===== config.mk =====
export PLATFORM = sky130hd
export DESIGN_NAME = branch_resolve_ctrl
export DESIGN_NICKNAME = d
export VERILOG_FILES = /design/src/rtl/brc_pkg.sv /design/src/rtl/brc_fifo.sv /design/src/rtl/branch_resolve_ctrl.sv
export SDC_FILE = /design/constraint.sdc
export NUM_CORES = 1
export LEC_CHECK = 0
export ABC_AREA = 1
export CAP_MARGIN = 10
export CORE_MARGIN = 2
export CORE_UTILIZATION = 53
export DETAILED_ROUTE_END_ITERATION = 8
export GPL_ROUTABILITY_DRIVEN = 0
export PLACE_DENSITY = 0.88
export REMOVE_ABC_BUFFERS = 1
export SKIP_CTS_REPAIR_TIMING = 1
export SLEW_MARGIN = 20
export SYNTH_ARGS = -nofsm -noshare
export SYNTH_HDL_FRONTEND = slang
export SYNTH_SLANG_ARGS = --single-unit

===== constraint.sdc =====
create_clock -name clk -period 4.75 [get_ports clk]
set_clock_uncertainty 0.1 [all_clocks]
set_input_delay 0.475 -clock clk [delete_from_list [all_inputs] [get_ports clk]]
set_output_delay 0.475 -clock clk [all_outputs]
set_load 0.01 [all_outputs]

===== src/rtl/brc_pkg.sv =====
// Shared types and constants for the branch resolve controller and the
// IF-stage direction predictors.
package brc_pkg;

  localparam int BRC_PC_W = 32;

  // Conditional-branch encodings shared with the predictors
  localparam logic [6:0] BRC_OPC_BRANCH = 7'b1100011;
  localparam logic [2:0] BRC_F3_BEQ     = 3'b000;
  localparam logic [2:0] BRC_F3_BNE     = 3'b001;

  typedef enum logic {
    TRACK   = 1'b0,
    RECOVER = 1'b1
  } brc_state_e;

  // One outstanding prediction: the direction guessed and the path not taken
  typedef struct packed {
    logic                predTaken;
    logic [BRC_PC_W-1:0] pcAlt;
  } brc_entry_t;

  function automatic logic brcIsCondBranch(input logic [6:0] opcode,
                                           input logic [2:0] funct3);
    return (opcode == BRC_OPC_BRANCH) &&
           ((funct3 == BRC_F3_BEQ) || (funct3 == BRC_F3_BNE));
  endfunction

endpackage


===== src/rtl/brc_fifo.sv =====
// Ordered circular buffer of outstanding predictions with push, pop and a
// whole-queue clear. Pushes while full and pops while empty are ignored.
module brc_fifo #(
  parameter  int DEPTH = 2,
  parameter  int WIDTH = 33,
  localparam int IDX_W = $clog2(DEPTH),
  localparam int PTR_W = (IDX_W > 3) ? IDX_W : 3,
  localparam int CNT_W = $clog2(DEPTH) + 1
) (
  input  logic             clk,
  input  logic             rst_n,
  input  logic             push_i,
  input  logic             pop_i,
  input  logic             clear_i,
  input  logic [WIDTH-1:0] data_i,
  output logic [WIDTH-1:0] head_o,
  output logic [CNT_W-1:0] count_o,
  output logic             full_o
);

  logic [WIDTH-1:0] mem_q [DEPTH];
  logic [PTR_W-1:0] wrPtr_q;
  logic [PTR_W-1:0] rdPtr_q;
  logic [CNT_W-1:0] count_q;
  logic             doPush;
  logic             doPop;

  function automatic logic [PTR_W-1:0] nextPtr(input logic [PTR_W-1:0] p);
    return (p == PTR_W'(DEPTH - 1)) ? '0 : p + PTR_W'(1);
  endfunction

  assign full_o  = (count_q == CNT_W'(DEPTH));
  assign count_o = count_q;
  assign doPush  = push_i && !full_o;
  assign doPop   = pop_i && (count_q != '0);
  assign head_o  = mem_q[rdPtr_q[IDX_W-1:0]];

  // Write the incoming entry into the slot at the write pointer
  always_ff @(posedge clk) begin
    if (doPush) begin
      mem_q[wrPtr_q[IDX_W-1:0]] <= data_i;
    end
  end

  // Advance pointers and occupancy; clear empties the queue in one cycle
  always_ff @(posedge clk) begin
    if (!rst_n || clear_i) begin
      wrPtr_q <= '0;
      rdPtr_q <= '0;
      count_q <= '0;
    end else begin
      if (doPush) wrPtr_q <= nextPtr(wrPtr_q);
      if (doPop)  rdPtr_q <= nextPtr(rdPtr_q);
      case ({doPush, doPop})
        2'b10:   count_q <= count_q + CNT_W'(1);
        2'b01:   count_q <= count_q - CNT_W'(1);
        default: count_q <= count_q;
      endcase
    end
  end

endmodule


===== src/rtl/branch_resolve_ctrl.sv =====
// Tracks in-flight branch predictions from IF until EX resolves them and
// sequences a single-cycle flush/redirect on a misprediction.
// Optional macro BRC_STATS_EN adds saturating resolved/mispredict counters;
// without it the stat ports read as zero.
module branch_resolve_ctrl
  import brc_pkg::*;
#(
  parameter int DEPTH = 2,
  parameter int PC_W  = BRC_PC_W
) (
  input  logic            clk,
  input  logic            rst_n,
  input  logic            stall,
  input  logic            if_is_branch,
  input  logic            if_pred_taken,
  input  logic [PC_W-1:0] if_pc_alt,
  input  logic            ex_valid,
  input  logic            ex_taken,
  output logic            full,
  output logic            pred_wrong,
  output logic            flush,
  output logic            redirect_valid,
  output logic [PC_W-1:0] redirect_pc,
  output logic            err_underflow,
  output logic [15:0]     stat_branches,
  output logic [15:0]     stat_mispred
);

  localparam int CNT_W = $clog2(DEPTH) + 1;

  brc_state_e       state_q;
  logic             predWrong_q;
  logic             flush_q;
  logic             redirectValid_q;
  logic [PC_W-1:0]  redirectPc_q;
  logic             errUnderflow_q;

  brc_entry_t       pushEntry;
  brc_entry_t       headEntry;
  logic [CNT_W-1:0] count;
  logic             fifoFull;
  logic             inTrack;
  logic             doPush;
  logic             doPop;
  logic             mismatch;
  logic             underflow;

  assign inTrack   = (state_q == TRACK);
  assign doPush    = if_is_branch && !stall && !fifoFull && inTrack;
  assign doPop     = ex_valid && (count != '0) && inTrack;
  assign mismatch  = doPop && (ex_taken != headEntry.predTaken);
  assign underflow = ex_valid && (count == '0) && inTrack;

  // Pack the IF-side prediction into a queue entry
  always_comb begin
    pushEntry           = '0;
    pushEntry.predTaken = if_pred_taken;
    pushEntry.pcAlt     = BRC_PC_W'(if_pc_alt);
  end

  brc_fifo #(
    .DEPTH (DEPTH),
    .WIDTH ($bits(brc_entry_t))
  ) u_fifo (
    .clk     (clk),
    .rst_n   (rst_n),
    .push_i  (doPush && !mismatch),
    .pop_i   (doPop),
    .clear_i (state_q == RECOVER),
    .data_i  (pushEntry),
    .head_o  (headEntry),
    .count_o (count),
    .full_o  (fifoFull)
  );

  // Recovery FSM with registered pulses; a wrong-path push is dropped above
  always_ff @(posedge clk) begin
    if (!rst_n) begin
      state_q         <= TRACK;
      predWrong_q     <= 1'b0;
      flush_q         <= 1'b0;
      redirectValid_q <= 1'b0;
      redirectPc_q    <= '0;
      errUnderflow_q  <= 1'b0;
    end else begin
      predWrong_q     <= 1'b0;
      flush_q         <= 1'b0;
      redirectValid_q <= 1'b0;
      case (state_q)
        TRACK: begin
          if (underflow) errUnderflow_q <= 1'b1;
          if (mismatch) begin
            state_q         <= RECOVER;
            predWrong_q     <= 1'b1;
            flush_q         <= 1'b1;
            redirectValid_q <= 1'b1;
            redirectPc_q    <= PC_W'(headEntry.pcAlt);
          end
        end
        RECOVER: state_q <= TRACK;
        default: state_q <= TRACK;
      endcase
    end
  end

  assign full           = fifoFull;
  assign pred_wrong     = predWrong_q;
  assign flush          = flush_q;
  assign redirect_valid = redirectValid_q;
  assign redirect_pc    = redirectPc_q;
  assign err_underflow  = errUnderflow_q;

`ifdef BRC_STATS_EN
  logic [15:0] statBranches_q, statBranches_d;
  logic [15:0] statMispred_q, statMispred_d;

  // Saturating counts of resolved branches and mispredictions
  always_comb begin
    statBranches_d = statBranches_q;
    statMispred_d  = statMispred_q;
    if (doPop && (statBranches_q != 16'hFFFF)) statBranches_d = statBranches_q + 16'd1;
    if (mismatch && (statMispred_q != 16'hFFFF)) statMispred_d = statMispred_q + 16'd1;
  end

  // Register the statistics counters
  always_ff @(posedge clk) begin
    if (!rst_n) begin
      statBranches_q <= '0;
      statMispred_q  <= '0;
    end else begin
      statBranches_q <= statBranches_d;
      statMispred_q  <= statMispred_d;
    end
  end

  assign stat_branches = statBranches_q;
  assign stat_mispred  = statMispred_q;
`else
  assign stat_branches = 16'h0000;
  assign stat_mispred  = 16'h0000;
`endif

endmodule


Yosys cells after proc, flatten, opt, wreduce, memory -nomap -nowiden

Memories as Yosys holds them, arrays and structs flattened. A register that Yosys moved wholly into a read port is not among the register bits.
Cells that the tools add are included.

Output and inout bits: 69
Memory bits (writable): 66
Flip-flop bits (word level): 43
Memories: 1
Logic and storage cells: 51

Reduce and logical (&&, ||, !) cells: 22
Bitwise operators: 2
Add/subtract/negate cells: 4
Mux-type cells: 9
Eq/ne operators: 6

Memory list:

| memory       | words | bits a word | read ports | clocked after memory_dff | wr ports | line           | RTL |
|---|---|---|---|---|---|---|---|
| u_fifo.mem_q | 2     | 33          | 1          | 1                        | 1        | brc_fifo.sv:21 | `logic [WIDTH-1:0] mem_q [DEPTH];` |

Operators with widths:

| cell                  | number |
|---|---|
| $logic_and A1 B1 Y1   | 11 |
| $add A3 B1 Y3 const B | 2 |
| $eq A3 B1 Y1 const B  | 2 |
| $mux W3               | 2 |
| $mux W1               | 5 |
| $eq A2 B2 Y1 const B  | 2 |
| $logic_not A1 Y1      | 4 |
| $pmux W2 S2           | 1 |
| $reduce_and A2 Y1     | 2 |
| $reduce_bool A2 Y1    | 2 |
| $add A2 B1 Y2 const B | 1 |
| $eq A2 B1 Y1 const B  | 1 |
| $logic_not A2 Y1      | 1 |
| $not A1 Y1            | 2 |
| $pmux W1 S2           | 1 |
| $reduce_or A2 Y1      | 1 |
| $sub A2 B1 Y2 const B | 1 |
| $logic_or A1 B1 Y1    | 1 |
| $ne A1 B1 Y1          | 1 |

Longest topological paths before layout

Gate-level depths: netlist of the first run.

Word-level depth: 9
Depth in mapped cells: 12
Depth with buffers taken out: 10

Hierarchy

Synthesis of the first run repeated with hierarchy kept, for this count alone.

Cell total of the unflattened synthesis: 404
Area total of the unflattened synthesis: 4,625.7 sq um

Modules (own cells, without submodules):

| module              | seq. area each (sq um) | cells an instance | instances | area an instance (sq um) |
|---|---|---|---|---|
| brc_fifo            | 2,082.0                | 140               | 1         | 2,763.9 |
| branch_resolve_ctrl | 680.7                  | 264               | 1         | 1,861.8 |

Least setup slack after synthesis of the first run

Ideal clock, no wire load.

Path kind: reg-to-reg
Start: register state_q
End: memory u_fifo.mem_q[0][0] (enable)
Path slack: 1.898 ns
Library setup time: 0.423 ns
Data required time: 4.227 ns
Period minus slack after synthesis: 2.852 ns
Buffers on the path: 1
Data arrival time: 2.329 ns
Cell stages (with the launch flop): 8
Cell sequence: dfxtp_1 inv_1 nand2_1 nor2_4 nand3_2 buf_6 nand2_4 nor2_1

Longest elaborated chain between the ends: 8

Ends and longest elaborated chain:

| item                            | line                       | RTL |
|---|---|---|
| start, declared                 | branch_resolve_ctrl.sv:31  | `brc_state_e state_q;` |
| start signal, assigned          | branch_resolve_ctrl.sv:79  | `state_q <= TRACK;` |
| start signal, assigned          | branch_resolve_ctrl.sv:93  | `state_q <= RECOVER;` |
| start signal, assigned          | branch_resolve_ctrl.sv:100 | `RECOVER: state_q <= TRACK;` |
| $not A1 Y1 (no line) *          | n/a                        |  |
| $logic_and A1 B1 Y1             | branch_resolve_ctrl.sv:50  | `assign doPop = ex_valid && (count != '0) && inTrack;` |
| $logic_and A1 B1 Y1             | branch_resolve_ctrl.sv:51  | `assign mismatch = doPop && (ex_taken != headEntry.predTaken);` |
| $logic_not A1 Y1                | branch_resolve_ctrl.sv:67  | `.push_i (doPush && !mismatch),` |
| $logic_and A1 B1 Y1 *           | branch_resolve_ctrl.sv:67  |  |
| $logic_and A1 B1 Y1 *           | brc_fifo.sv:34             | `assign doPush = push_i && !full_o;` |
| $mux W1 *                       | brc_fifo.sv:40             | `if (doPush) begin` |
| $mux W1 (implied by the code) * | brc_fifo.sv:41             | `mem_q[wrPtr_q[IDX_W-1:0]] <= data_i;` |
| end, declared                   | brc_fifo.sv:21             |  |

Every way passes the cells marked *; elsewhere a longest branch is shown, timed or not.

==> impl_metrics.toml, run 1 <==
[status]
status = "completed"

[die]
num_rows = 33
core_um2 = 8090
boundaryPins = 108
start_util_pct = 54.0
die_w_um = 94.8
die_area_um2 = 8980
die_h_um = 94.8

[timing]
rsz0062_at_grt = "no"
tightest_slew_ps = 953
period_minus_slack_ps = 3700
slew_violations = 0
clock.fmax_mhz = 270
finalSetupViolations = 0
max_slew_margin_pct = 36.3
timing.final.crit_share_pct = 77.8
hold_viol = 0
layout_setup_ws_ps = 1050
fin_setup_tns_ps = 0

[setup_path]
endpoint_kind = "register"
cp_common_cell = "nand3_2"
crit_fanout = 34
crit_arrival_ps = 3580
critical_path_required_ps = 4630
cp_num_buf_inv = 1
cpPeakStageDelay_ps = 820
crit_type = "reg2reg"
crit_chain = "inv_4 -> nand2_2 -> nand3_2 -> nand3_2 -> nand2_4 -> nor2_4"
crit_path_start_kind = "register"
critPathSlowestCell = "dfxtp_1"
critPathTopFamily = "simple AND/OR/NAND/NOR gates"

[route]
routedWlPerCell_um = 13.8
drc = 0
ant_nets = 0
drt_iter0_markers = 148
first_pass_iters = 4
routed_wl_um = 7910
vias = 2882
via_per_inst = 5.04

[job]
cap_viol_max_count = 0

[synth]
synth_area_leaders = "edfxtp_1 45%, dfxtp_1 18%, nand2_1 9.8%"
ys.flop_type = "edfxtp_1"
synth_top_area_cell = "edfxtp_1"
synth_edf_count = 66
synth_area_um2 = 4370
yosysUniqueCellTypes = 28
syn-instance-count = 397
synth_top_cells_by_count = "114 x nand2_1, 66 x edfxtp_1, 39 x dfxtp_1"
ys_warn_count = 0
post-synth-top-count-cell = "nand2_1"
ys_seq_elements = 105
synth_top_area_share_pct = 45.4
synthArstFlopShare_pct = 0
seq_area_frac_synth_pct = 63.2
synth_area_per_cell_um2 = 11.0

[clocking]
clockBufferDepth = 2
cts_buffers = 9
clk_pin_slew_ps = 90
cts_sinks = 105
cts_tree = "yes"
worstSkewPairLatency_ps = 350
clock-root-buffer = "clkbuf_8"
htree_levels = 3

[finish]
syn2layout_area_growth_pct = 19.5
antenna_cells = 0
final-seq-area_um2 = 2760
multi_input_area_um2 = 1290
fillCellCount = 620
final_cells = 572
fin_nets = 502
drive_gt1_share_pct = 14.8

[power_and_ir_drop]
vdd_drop_max_mv = 0.167
clkPwrFrac_pct = 25.1
comb_power_share_pct = 23.4
power_frac_seq_pct = 51.5
power_leakage_nw = 1.90
p_sw_share_pct = 29.7
internal_power_mw = 1.55
p_sw_mw = 0.653
p_per_area_nw_per_um2 = 421

[placement]
dp_hpwl_um = 5200
portBuffers = 75
placed_cells = 556
dpl_worst_slack_ps = 1080

[global_route]
grt_overflow = 0
grt_max_degree = 37
grt_antenna_before_repair = 0
grt_pass1_wl_um = 12900
grtUsageTotal_pct = 18.9
grt_pass1_vias = 2805

[min_path]
hp-class = "reg2reg"
## layer usage
layer,part of all wire [%],GRT usage (%),vias to the layer above
li1,-,-,1410
met5,0,0,-
met2,49,31.6,113
met1,41,22.8,1342
met3,7.8,4.63,17
met4,1.9,9.42,0
## cell type report
cell class | instances | area share, %
sequential | 105 | 52.9
multi-input combinational | 257 | 24.7
clock buffer | 14 | 3.74
timing repair buffer | 80 | 15.1
tap | 105 | 2.52
clock inverter | 2 | 0.288
inverter | 9 | 0.695
## sequential cells by signal, summed over array words and instances, names as in the netlist, named ones only
signal,count
u_fifo.wrPtr_q,1
redirect_pc,32
u_fifo.count_o,2
u_fifo.rdPtr_q,1
err_underflow,1
state_q,1
u_fifo.mem_q,66
## kinds of logic (layout without fill, tap and decap cells)
group / count (synthesis) / after routing / share of synthesized area [%]
AO/OA/AOI/OAI: 39 / 39 / 6.22
XOR/XNOR: 1 / 1 / 0.201
adder cells (fa/ha/maj): 1 / 1 / 0.286
buffers and inverters: 66 / 105 / 10.1
flip-flops: 105 / 105 / 63.2
other: 1 / 32 / 0.0859
AND/OR/NAND/NOR: 184 / 184 / 19.9
## cell usage in the layout, fill, tap and decap left out, types with 2 or more instances in the layout
cell and n:
a21oi_1 15, a21oi_2 20, buf_4 5, clkbuf_1 2, clkbuf_16 2, clkbuf_8 10, clkdlybuf4s50_1 75, conb_1 32
dfxtp_1 39, edfxtp_1 66, inv_1 7, inv_4 2, nand2_1 114, nand2_2 21, nand3_2 3, nand4_1 32
nor2_1 7, nor2_4 2, o21ai_0 3
## stage by stage
step	total power, mW	util, %	instance area, µm²	hold slack, ps
5_1_grt	2.32	64.5	5220	387
2_1_floorplan	1.45	-	4080	371
6_report	2.20	64.5	5220	366
3_5_place_dp	1.66	61.9	5010	354
4_1_cts	2.21	64.5	5220	369
3_3_place_gp	1.64	61.9	5010	349
## path summary, 6_finish.rpt
| check | start | endpoint | slack (ps) | cells after the start |
|---|---|---|---|---|
| setup / recovery | register | u_fifo.mem_q[0][12] | 1050 | 6 |
| hold / removal | redirect_pc[16] | redirect_pc[16] | 370 | 2 |
| setup reg to reg | register | u_fifo.mem_q[0][12] | 1050 | 6 |
| hold reg to reg | redirect_pc[16] | redirect_pc[16] | 370 | 2 |
## worst register-to-register path, cell delays in order, from the launching register on
cell and delay [ps]:
dfxtp_1 820, inv_4 310, nand2_2 140, nand3_2 540, nand3_2 570, nand2_4 100
nor2_4 730
## power groups by stage
stage	registers, mW	clock network (mW)	logic (mW)
CTS	1.13	0.565	0.513
detailed placement	1.15	0	0.511
finish	1.13	0.553	0.514
global placement	1.15	0	0.493
global route	1.14	0.600	0.576
floorplan	1.17	0	0.285
Note: power is estimated with default switching activity, not from simulation.
==> run 2, diff against run 1 <==
--- a/config.mk
+++ b/config.mk
@@ -8,10 +8,10 @@
 export ABC_AREA = 1
 export CAP_MARGIN = 10
 export CORE_MARGIN = 2
-export CORE_UTILIZATION = 53
+export CORE_UTILIZATION = 44
 export DETAILED_ROUTE_END_ITERATION = 8
 export GPL_ROUTABILITY_DRIVEN = 0
-export PLACE_DENSITY = 0.88
+export PLACE_DENSITY = 0.78
 export REMOVE_ABC_BUFFERS = 1
 export SKIP_CTS_REPAIR_TIMING = 1
 export SLEW_MARGIN = 20
==> constraint.sdc (replaced) <==
create_clock -name clk -period 3.1 [get_ports clk]
set_clock_uncertainty 0.1 [all_clocks]
set_input_delay 0.31 -clock clk [delete_from_list [all_inputs] [get_ports clk]]
set_output_delay 0.31 -clock clk [all_outputs]
set_load 0.01 [all_outputs]
==> impl_metrics.toml, run 2 (same netlist as run 1, synthesis figures left out) <==
[status]
status = "completed"

[setup_path]
critical_path_required_ps = 3260
endpoint_kind = "register"
crit_arrival_ps = 2450
critPathSlowestCell = "dfxtp_1"
crit_path_start_kind = "register"
crit_type = "reg2reg"
crit_chain = "inv_4 -> nand2_1 -> nand3_2 -> nand3_2 -> nand2_4 -> ha_1 -> a21oi_1 -> o21ai_0 -> o21ai_0 -> a21oi_1"
rrSetupSlack_ps = 800
r2r_end = "u_fifo.count_o[1]"
reg2reg_depth = 10
cp_num_buf_inv = 1
critPathTopFamily = "simple AND/OR/NAND/NOR gates"
cpPeakStageDelay_ps = 360
crit_fanout = 34

[power_and_ir_drop]
power_leakage_nw = 1.92
p_per_area_nw_per_um2 = 639
vdd_drop_max_mv = 0.231
power_mw = 3.38

[finish]
final_cells = 606
drive_gt1_share_pct = 16.3
largest_reg_flops = 66
antenna_cells = 0
final_common_cell = "nand2_1"
fin_nets = 508
layout_common_cells = "114 x nand2_1, 75 x clkdlybuf4s50_1, 66 x edfxtp_1"
fillCellCount = 857
syn2layout_area_growth_pct = 21.1

[timing]
fin_setup_tns_ps = 0
rsz0062_at_grt = "no"
clock.fmax_mhz = 436
finalSetupViolations = 0
slew_violations = 0
layout_setup_ws_ps = 804
timing.final.crit_share_pct = 74.1
whs_ps = 367
hold_viol = 0
period_minus_slack_ps = 2300

[clocking]
htree_levels = 3
clk_pin_slew_ps = 100
clockBufferDepth = 2
cts_tree = "yes"
clock-root-buffer = "clkbuf_8"
cts_buffers = 9
cts_sinks = 105
worstSkewPairLatency_ps = 360

[route]
routedWlPerCell_um = 13.5
vias = 2883
drt_iter0_markers = 83
first_pass_iters = 4
drc = 0
ant_nets = 0
routed_wl_um = 8180
via_per_inst = 4.76

[die]
boundaryPins = 108
num_rows = 36
die_w_um = 104
start_util_pct = 45.1
die_area_um2 = 10700
die_h_um = 104
core_um2 = 9680

[global_route]
grt_pass1_wl_um = 13400
grt_antenna_before_repair = 0
grt_pass1_vias = 2900
grtUsageTotal_pct = 15.7
grt_overflow = 0
grt_max_degree = 36

[min_path]
hp-start = "redirect_pc[20]"
hp-class = "reg2reg"
whs_endpoint = "redirect_pc[20]"
whs_path_depth = 2

[placement]
portBuffers = 75
dpl_worst_slack_ps = 625
placed_cells = 590
dp_hpwl_um = 5590

[job]
cap_viol_max_count = 0
==> run 2: tightest hold or removal path: stages, from the launching register on <==
cell	delay, ps
dfxtp_1	330
nand2_2	60
a21oi_2	40
==> run 2: worst max-delay path by stage <==
stage,start,to,depth (start not counted)
2_1_floorplan,register,u_fifo.mem_q[0][0],6
3_3_place_gp,ex_valid,u_fifo.count_o[1],10
3_5_place_dp,ex_valid,u_fifo.count_o[1],10
4_1_cts,register,u_fifo.count_o[1],10
5_1_grt,register,u_fifo.count_o[1],10
6_report,register,u_fifo.count_o[1],10
==> run 2: final cells by class <==
| cell class | count | area [µm²] | share of cell area (%) |
|---|---|---|---|
| clock buffer | 9 | 124 | 2.34 |
| clock inverter | 7 | 78.8 | 1.49 |
| timing repair buffer | 86 | 833 | 15.7 |
| multi-input combinational | 257 | 1290 | 24.4 |
| sequential | 105 | 2760 | 52.2 |
| tap | 133 | 166 | 3.14 |
| inverter | 9 | 36.3 | 0.686 |
==> run 2: where the power goes <==
part	total, mW	internal, mW	switching (mW)	leakage, nW
sequential	1.71	1.64	0.0723	0.921
clock	0.844	0.380	0.464	0.0925
combinational	0.821	0.321	0.499	0.903
==> run 2: per-layer routing <==
metal | part of all wire [%] | wire [µm] | track usage (%) | vias to the layer above
met2 | 52 | 4290 | 28.8 | 106
met3 | 6.3 | 515 | 4.28 | 10
met5 | 0 | 0 | 0 | -
met1 | 40 | 3250 | 17.4 | 1342
met4 | 1.6 | 128 | 5.98 | 0
li1 | - | - | - | 1425
==> run 2: stage by stage <==
stage,area (µm²),utilization [%]
floorplan,4080,-
global placement,5090,52.5
detailed placement,5090,52.5
CTS,5290,54.6
global route,5290,54.6
finish,5290,54.6
